### src/rtl/debouncer_mc.sv
// Multi-channel input debouncer: 2-flop synchronizer plus saturating integrator per channel,
// with full hysteresis on the output and one-cycle rise/fall pulses.

module debouncer_mc_lane #(
    parameter int   FACTOR_POW = 6,
    parameter logic INIT_LEVEL = 1'b0
) (
    input  logic clk_i,
    input  logic rst_i,
    input  logic tick,
    input  logic raw,
    output logic level,
    output logic rise,
    output logic fall
);
    localparam logic [FACTOR_POW-1:0] MAX     = '1;
    localparam logic [FACTOR_POW-1:0] RST_CNT = {FACTOR_POW{INIT_LEVEL}};

    logic                  sync1, sync2;
    logic [FACTOR_POW-1:0] cnt, cnt_nxt;

    // Saturating integrator: only moves on prescaler ticks, never wraps.
    always_comb begin
        cnt_nxt = cnt;
        if (tick) begin
            if (sync2 && cnt != MAX)
                cnt_nxt = cnt + 1'b1;
            else if (!sync2 && cnt != '0)
                cnt_nxt = cnt - 1'b1;
        end
    end

    always_ff @(posedge clk_i or posedge rst_i) begin
        if (rst_i) begin
            sync1 <= INIT_LEVEL;
            sync2 <= INIT_LEVEL;
            cnt   <= RST_CNT;
            level <= INIT_LEVEL;
            rise  <= 1'b0;
            fall  <= 1'b0;
        end else begin
            sync1 <= raw;
            sync2 <= sync1;
            cnt   <= cnt_nxt;
            rise  <= 1'b0;
            fall  <= 1'b0;
            // Output only flips when the integrator reaches a rail.
            if (cnt_nxt == MAX && !level) begin
                level <= 1'b1;
                rise  <= 1'b1;
            end else if (cnt_nxt == '0 && level) begin
                level <= 1'b0;
                fall  <= 1'b1;
            end
        end
    end
endmodule

module debouncer_mc #(
    parameter int   CHANNELS   = 4,
    parameter int   FACTOR_POW = 6,
    parameter int   PRESC_POW  = 0,
    parameter logic INIT_LEVEL = 1'b0
) (
    input  logic                clk_i,
    input  logic                rst_i,
    input  logic [CHANNELS-1:0] in,
    output logic [CHANNELS-1:0] out,
    output logic [CHANNELS-1:0] rise_o,
    output logic [CHANNELS-1:0] fall_o,
    output logic                changed_o
);
    logic tick;

    generate
        if (PRESC_POW == 0) begin : g_nopresc
            assign tick = 1'b1;
        end else begin : g_presc
            logic [PRESC_POW-1:0] presc;
            always_ff @(posedge clk_i or posedge rst_i) begin
                if (rst_i) presc <= '0;
                else       presc <= presc + 1'b1;
            end
            assign tick = &presc;
        end
    endgenerate

    debouncer_mc_lane #(
        .FACTOR_POW (FACTOR_POW),
        .INIT_LEVEL (INIT_LEVEL)
    ) u_lane [CHANNELS-1:0] (
        .clk_i (clk_i),
        .rst_i (rst_i),
        .tick  (tick),
        .raw   (in),
        .level (out),
        .rise  (rise_o),
        .fall  (fall_o)
    );

    assign changed_o = |(rise_o | fall_o);
endmodule

### config.mk
export PLATFORM = sky130hd
export DESIGN_NAME = debouncer_mc
export DESIGN_NICKNAME = d
export VERILOG_FILES = /design/src/rtl/debouncer_mc.sv
export SDC_FILE = /design/constraint.sdc
export NUM_CORES = 1
export LEC_CHECK = 0
export CAP_MARGIN = 20
export CORE_ASPECT_RATIO = 1.1
export CORE_UTILIZATION = 59
export CTS_CLUSTER_DIAMETER = 120
export CTS_CLUSTER_SIZE = 24
export DETAILED_ROUTE_END_ITERATION = 7
export PLACE_DENSITY = 0.78
export SLEW_MARGIN = 25
export SYNTH_ARGS = -nofsm -noshare
export SYNTH_HDL_FRONTEND = slang
export SYNTH_SLANG_ARGS = --single-unit
### constraint.sdc
create_clock -name clk_i -period 3.3 [get_ports clk_i]
set_input_delay 0.66 -clock clk_i [delete_from_list [all_inputs] [get_ports clk_i]]
set_output_delay 0.66 -clock clk_i [all_outputs]
set_load 0.01 [all_outputs]
==> summary.txt, run 1 <==
Status
  – Status: complete, no violations

Logic synthesis
  – Prevailing post-synth register cell: dfrtp_1
  – Synth Area in Adders: 5.46%
  – Mapped Nets: 313
  – Post-Syn Area: 0.00275 mm2
  – Largest family of logic cells by synthesized area: simple AND/OR/NAND/NOR gates
  – Ys async rst share: 100%
  – Synth Warn #: 0
  – Post-synthesis mux area share: under 10%
  – Yosys cell types: 65
  – Number of synthesized flops with an enable pin: 0
  – Post-synthesis compound-gate area fraction: between 10% and 20%
  – Synth Register Bits: 44
  – Sequential area share after synthesis: 40.0%
  – Simple-gate share of the synthesized area: 23.3%
  – Synthesized area per cell: between 9 and 10 um2
  – Synth Area in XOR/XNOR: 3.50%
  – Mapped Cells: between 200 and 300

GRT
  – GRT Total Usage: a little under a quarter
  – Antenna violations before repair: 0
  – GRT overflow: 0
  – Largest net degree at the start of global routing: 24
  – First-pass GRT wire length: 8720 um
  – Vias in the first global route: approximately 1900

Placement
  – Gp weighted congestion: 0.868
  – I/O Buffers: 18
  – DP Wirelength: about 3800 um
  – Dpl cells: 340

Worst hold path
  – Hold Path Cell Cnt: 0
  – HP Start: u_lane[0].sync1
  – Hold Crit Endpoint: u_lane[0].sync2
  – Worst Hold Class: register to register

CTS
  – Post-CTS Setup Repair Bufs: 0
  – Worst-Skew Late Latency: 0.29 ns
  – Clock transition at the registers of the reported paths: approximately 0.080 ns
  – PostCTS Resize Cnt: 0
  – Hold Buf Count CTS: 0
  – Num Clock Sinks: 44
  – Clk buf depth: 2
  – Clk root buf: clkbuf_8
  – CTS Buf Count: 5
  – Depth of the CTS H-tree: 2
  – CTS tree: built

Critical path
  – Crit path DAT: 2.74 ns
  – Reg2Reg Capture Point: u_lane[0].fall
  – Critical-path top delay cell: dfrtp_1
  – Reg2reg start: u_lane[0].cnt[0]
  – Crit path buffers/inverters: 1
  – CP cell instances: inv_1, ha_1, or3b_1, and3b_1, a211o_1, or3_1, nor4_1, and2_1
  – Critical Path Max Stage Delay: 0.45 ns
  – CP Capture Type: register
  – Kind of critical path: register to register
  – Startpoint type of the worst setup path: register
  – Worst Reg-to-Reg Cells: 8
  – Critical Path RT: 3.53 ns
  – CP max FO: 7
  – Register-to-register setup slack: 0.79 ns
  – CP top delay family: simple AND/OR/NAND/NOR gates

STA
  – Layout Skew: 0.00329 ns
  – Slew margin rel.: 48.4%
  – Setup TNS: 0 ns
  – Slew Viols, Final: 0
  – Worst slew pin tran: slightly below 0.8 ns
  – Crit share post-route: 76.0%
  – Hold_ws: 0.350 ns
  – Max Fclk: about 400 MHz
  – Fin crit period: 2.51 ns
  – Final setup fails: 0
  – RSZ-0062 raised after global routing: false
  – Final Hold Fails: 0

Drt
  – Post-DRT Antenna Nets: 0
  – Iter 0 DRT Violations: ~130
  – DR vias: approximately 2100
  – Number of remaining DRC errors: 0
  – DR WL/cell: 14.6 um
  – Vias/cell: 6.02
  – Pre-antenna DRT Iters: 4
  – Wirelength, routed: ~5100 um

Layout
  – Share of post-route cells with drive strength above 1: 8.50%
  – Growth of design area from synthesis to finish: 7.42%
  – Antenna Cells: 0
  – Final Non-Filler Cells: 348
  – Final Net Count: 311

Floorplanning
  – Core box area: 0.00438 mm2
  – Die outline area: between 0.004 and 0.005 mm2
  – Die Height: 73.6 um
  – # rows: 25
  – Initial Util: ~63%
  – Die X: 67.1 um
  – IO Pins: 19

Pwr
  – Switching power: approximately 1.1 mW
  – Max IR drop VDD: between 400 and 500 uV
  – Switching Share: 43.5%
  – Seq pwr share: approximately 40%
  – Total Power: around 2.6 mW
  – Cell Int Power: 1.48 mW
  – Clock power frac: 15.3%
  – Leak pwr: 1.28 nW
  – Comb power frac: approximately 44%
  – PwrDens: a little under 900 mW/mm2

Flow run
  – Max cap viols: 0
cells in the mapped netlist, types with 2 or more instances:
cell type | count | share of area [%]
and3_1 | 4 | 0.91
o21ai_0 | 11 | 2.0
or4_1 | 2 | 0.55
or2_2 | 2 | 0.45
o221ai_1 | 5 | 1.6
and3_2 | 2 | 0.55
nor4_1 | 8 | 1.8
nand2_1 | 21 | 2.9
or3_1 | 2 | 0.45
a21oi_1 | 14 | 2.5
a41oi_1 | 2 | 0.64
a211o_1 | 3 | 0.96
a22o_1 | 2 | 0.64
xnor2_1 | 6 | 1.9
inv_1 | 23 | 3.1
mux2i_1 | 2 | 0.73
nor4b_1 | 2 | 0.64
xor2_1 | 5 | 1.6
ha_1 | 12 | 5.5
nand2b_1 | 5 | 1.1
nand4_1 | 6 | 1.4
nor3_1 | 9 | 1.6
nor3b_1 | 2 | 0.55
and4_1 | 3 | 0.96
nor2b_1 | 2 | 0.45
o21bai_1 | 4 | 1.1
mux2_2 | 2 | 0.82
dfrtp_1 | 44 | 40
and2_1 | 7 | 1.6
buf_4 | 13 | 3.5
nand3_1 | 9 | 1.6
nor2_1 | 9 | 1.2
a31oi_1 | 7 | 1.6
clkbuf_1 | 13 | 1.8
a211oi_1 | 2 | 0.55
layout make-up:
class,instances,area (um2)
Timing Repair Buffer,19,188
Clock inverter,3,42.5
Sequential cell,44,1100
Multi-Input combinational cell,200,1400
Inverter,23,86.3
Fill cell,353,1430
Clock buffer,5,68.8
Tap cell,54,67.6
power groups by stage:
stage / combinational [mW] / clock (mW) / sequential (mW)
3_5_place_dp: 1.15 / 0 / 1.05
4_1_cts: 1.16 / 0.412 / 1.04
5_1_grt: 1.32 / 0.432 / 1.09
6_report: 1.16 / 0.400 / 1.05
2_1_floorplan: 1.10 / 0 / 0.853
3_3_place_gp: 1.12 / 0 / 1.05
stage by stage:
step | setup WS (ns) | utilization [%] | instance area [um2]
after floorplan | 0.928 | - | 2750
after global placement | 0.870 | 64.9 | 2840
after detailed placement | 0.816 | 64.9 | 2840
after CTS | 0.796 | 67.5 | 2950
after global routing | 0.519 | 67.5 | 2950
final | 0.792 | 67.5 | 2950
placed cells by master, fill, tap and decap left out, drive strengths merged, types with 4 or more instances in the layout:
master / netlist / final
nor3: 9 / 9
o221ai: 5 / 5
nand2: 21 / 21
clkdlybuf4s50: 0 / 18
dfrtp: 44 / 44
xor2: 5 / 5
inv: 23 / 22
and3: 6 / 6
o21bai: 4 / 4
a31oi: 7 / 7
and2: 7 / 7
nand4: 6 / 6
o21ai: 11 / 11
nand3: 9 / 9
clkbuf: 13 / 5
ha: 12 / 12
nor2: 9 / 9
nor4: 8 / 8
xnor2: 6 / 6
a21oi: 14 / 14
nand2b: 5 / 5
kinds of logic (layout without fill, tap and decap cells):
| kind of cell | after synthesis | in the layout |
|---|---|---|
| muxes | 4 | 4 |
| AOI/OAI and AO/OA | 66 | 66 |
| and+or+nand+nor | 107 | 107 |
| adders and majority gates | 12 | 12 |
| DFF | 44 | 44 |
| buffers and inverters | 51 | 50 |
| xor gates and xnor gates | 11 | 11 |
worst max path at each step:
stage                           from              end  depth (start not counted)
finish              u_lane[0].cnt[0]   u_lane[0].fall                          8
global route        u_lane[1].cnt[0]  u_lane[1].level                          8
CTS                 u_lane[2].cnt[0]  u_lane[2].level                          8
detailed placement  u_lane[2].cnt[0]  u_lane[2].level                          8
global placement    u_lane[2].cnt[0]  u_lane[2].level                          7
floorplan           u_lane[2].cnt[0]  u_lane[2].level                          7
flip-flops by register name (all words and copies together), names as in the netlist:
signal and flops:
u_lane.sync1 4, u_lane.cnt 24, u_lane.sync2 4, u_lane.rise 4
u_lane.level 4, u_lane.fall 4
routing by layer:
| layer | track usage, % | routed length (um) | vias up |
|---|---|---|---|
| met4 | 6.15 | 49 | 0 |
| li1 | - | - | 1059 |
| met5 | 0 | 0 | - |
| met2 | 37.6 | 2470 | 34 |
| met1 | 32.8 | 2430 | 997 |
| met3 | 4.35 | 148 | 6 |
No activity file was read; power rests on OpenSTA's default activity.
==> run 2, diff against run 1 <==
- CORE_UTILIZATION: 59 -> 53
- PLACE_DENSITY: 0.78 -> 0.74
- clock period: 3.3 -> 2 ns (I/O delays scaled with it)
==> run 2 against run 1 <==
Against the previous run: the flow now finishes with violations (design-rule violations, negative setup slack); sequential cell count unchanged; core utilization up 16 points; largest cell class unchanged; clock skew up 0.0019 ns; final cell count up 25%; critical path depth unchanged; non-clock buffer count up 84.
==> summary.txt, run 2 (synthesized netlist as in run 1, its figures left out) <==
Drt
  – DR WL/cell: 19.6 um (+34%)
  – Vias/cell: 6.32 (+4.9%)
  – Post-DRT Antenna Nets: 0 (unchanged)
  – Iter 0 DRT Violations: 154 (+18%)
  – DR vias: 2754 (+31%)
  – Pre-antenna DRT Iters: 7 (+3)
  – Number of remaining DRC errors: 4 (+4)
  – Wirelength, routed: 8550 um (+68%)

Floorplanning
  – Die X: 70.7 um (+5.3%)
  – Die Height: 77.6 um (+5.4%)
  – Core box area: 0.00500 mm2 (+14%)
  – # rows: 27 (+8.0%)
  – Die outline area: 0.00548 mm2 (+11%)
  – Initial Util: 55.0% (-7.8 points)
  – IO Pins: 19 (unchanged)

Status
  – Status: complete, but fails checks
  – Failing checks: design-rule violations, negative setup slack

Pwr
  – Switching Share: 43.6% (about the same)
  – Clock power frac: 9.8% (-5.5 points)
  – Total Power: 6.79 mW (+160%)
  – Cell Int Power: 3.83 mW (+160%)
  – Max IR drop VDD: 942 uV (+97%)
  – Leak pwr: 1.82 nW (+42%)
  – Seq pwr share: 23.3% (-17 points)
  – Comb power frac: 66.9% (+23 points)
  – Switching power: 2.96 mW (+160%)
  – PwrDens: 1630 mW/mm2 (+84%)

Layout
  – Final Util: 83.2% (+16 points)
  – Reg with most FFs: u_lane.cnt
  – Most frequent cells in the layout: 77 x buf_4, 43 x dfrtp_1, 19 x nand2_1
  – Register area: 0.00110 mm2 (+0.11%)
  – Final Net Count: 395 (+27%)
  – Growth of design area from synthesis to finish: 51.3%
  – Share of post-route cells with drive strength above 1: 47.9% (+39 points)
  – Layout fillers: 238 (-33%)
  – Commonest non-fill, non-tap cell in the layout: buf_4
  – Area occupied by multi-input gates: 0.00193 mm2 (+38%)
  – Max reg flops: 24 (unchanged)
  – Antenna Cells: 0 (unchanged)

CTS
  – Clk buf depth: 2 (unchanged)
  – CTS Buf Count: 5 (unchanged)
  – Clk root buf: clkbuf_8
  – Clock transition at the registers of the reported paths: 0.08 ns (about the same)
  – Worst-Skew Late Latency: 0.29 ns (about the same)
  – Hold Buf Count CTS: 0 (unchanged)
  – Depth of the CTS H-tree: 2 (unchanged)
  – Num Clock Sinks: 44 (unchanged)
  – CTS tree: built

GRT
  – Vias in the first global route: 2629 (+38%)
  – Antenna violations before repair: 0 (unchanged)
  – Gr busiest metal: met2
  – Grt met2 use: 50.2% (+13 points)
  – GRT overflow: 0 (unchanged)
  – GRT Total Usage: 28.5% (+4.9 points)
  – Met1 Use GR: 34.3% (+1.5 points)
  – First-pass GRT wire length: 12400 um (+42%)
  – Met3 Use GR: 3.90% (-0.45 points)
  – Largest net degree at the start of global routing: 45 (+88%)

Flow run
  – Max cap viols: 0 (unchanged)

Placement
  – Gp weighted congestion: 0.883 (+1.7%)
  – DP Wirelength: 4640 um (+21%)
  – I/O Buffers: 18 (unchanged)
  – Post-Place Setup Slack: -0.364 ns (-1.18 ns)

STA
  – Final Hold Fails: 0 (unchanged)
  – Final WS setup: -0.359 ns (-1.15 ns)
  – Slew Viols, Final: 0 (unchanged)
  – Hold_ws: 0.354 ns (+0.00420 ns)
  – Max Fclk: 424 MHz (+6.3%)
  – RSZ-0062 raised after global routing: true
  – Slew margin rel.: 72.0% (+24 points)
  – Fin crit period: 2.36 ns (-0.149 ns)
  – Crit share post-route: 118% (+42 points)
  – Layout Skew: 0.00516 ns (+0.00187 ns)
  – Final setup fails: 12 (+12)
  – Worst slew pin tran: 0.417 ns (-0.353 ns)

Worst hold path
  – HP Start: u_lane[2].sync1
  – Hold Crit Endpoint: u_lane[2].sync2
  – Worst Hold Class: register to register
  – Hold Path Cell Cnt: 0 (unchanged)

Critical path
  – CP Capture Type: register
  – CP max FO: 4 (-3)
  – Critical Path RT: 2.17 ns (-1.36 ns)
  – Worst Reg-to-Reg Cells: 8 (unchanged)
  – Register-to-register setup slack: -0.36 ns (-1.15 ns)
  – Reg2Reg Capture Point: u_lane[0].level
  – Kind of critical path: register to register
  – Reg2reg start: u_lane[0].cnt[1]
  – Crit path DAT: 2.53 ns (-0.21 ns)
  – Startpoint type of the worst setup path: register
## run 2: stage by stage
step / instance area (um2) / instances / TNS (ns)
final: 4160 / 436 / -2.32
after global routing: 4160 / 436 / -3.10
after CTS: 3880 / 429 / -1.81
after detailed placement: 3320 / 403 / -2.48
after global placement: 3320 / 403 / -1.93
after floorplan: 2770 / 295 / -1.16
## run 2: worst max path at each step
stage	start	end	slack, ns	cells after the start
after floorplan	u_lane[2].cnt[0]	u_lane[2].level	-0.37	7
after global placement	u_lane[2].cnt[0]	u_lane[2].level	-0.30	7
after detailed placement	u_lane[2].cnt[1]	u_lane[2].level	-0.36	7
after CTS	u_lane[2].cnt[0]	u_lane[2].level	-0.32	8
after global routing	u_lane[2].cnt[0]	u_lane[2].level	-0.42	8
final	u_lane[0].cnt[1]	u_lane[0].level	-0.36	8
## run 2: repair_timing
item                                    CTS  global route
pin swaps                                36            32
endpoints found under the setup margin   14            18
resized for setup                        67            40
cloned                                    0             0
setup buffers                            18             8
## run 2: area by class of cell
cell class | count | share of cell area (%)
Tap cell | 58 | 1.74
Sequential cell | 44 | 26.5
Clock inverter | 2 | 0.842
Inverter | 23 | 2.07
Timing Repair Buffer | 103 | 20.7
Clock buffer | 6 | 1.74
Multi-Input combinational cell | 200 | 46.5
## run 2: critical path: stages (launching register included)
cell and delay, ns:
dfrtp_1 0.43, inv_2 0.11, ha_4 0.13, or3b_4 0.39, and3b_1 0.20, a211o_1 0.24, or3_4 0.41, nor4_4 0.20
o21bai_1 0.13
## run 2: layer usage
layer / share of wire (%) / up-vias
met5: 0 / -
met3: 5.2 / 27
li1: - / 1226
met1: 38 / 1350
met2: 54 / 151
met4: 2.2 / 0
## run 2: power groups by stage
stage	Combinational, mW	Sequential (mW)	Clock, mW
floorplan	1.84	1.41	0
global placement	2.88	1.51	0
detailed placement	2.97	1.52	0
CTS	3.78	1.52	0.668
global route	4.79	1.61	0.713
finish	4.54	1.58	0.665
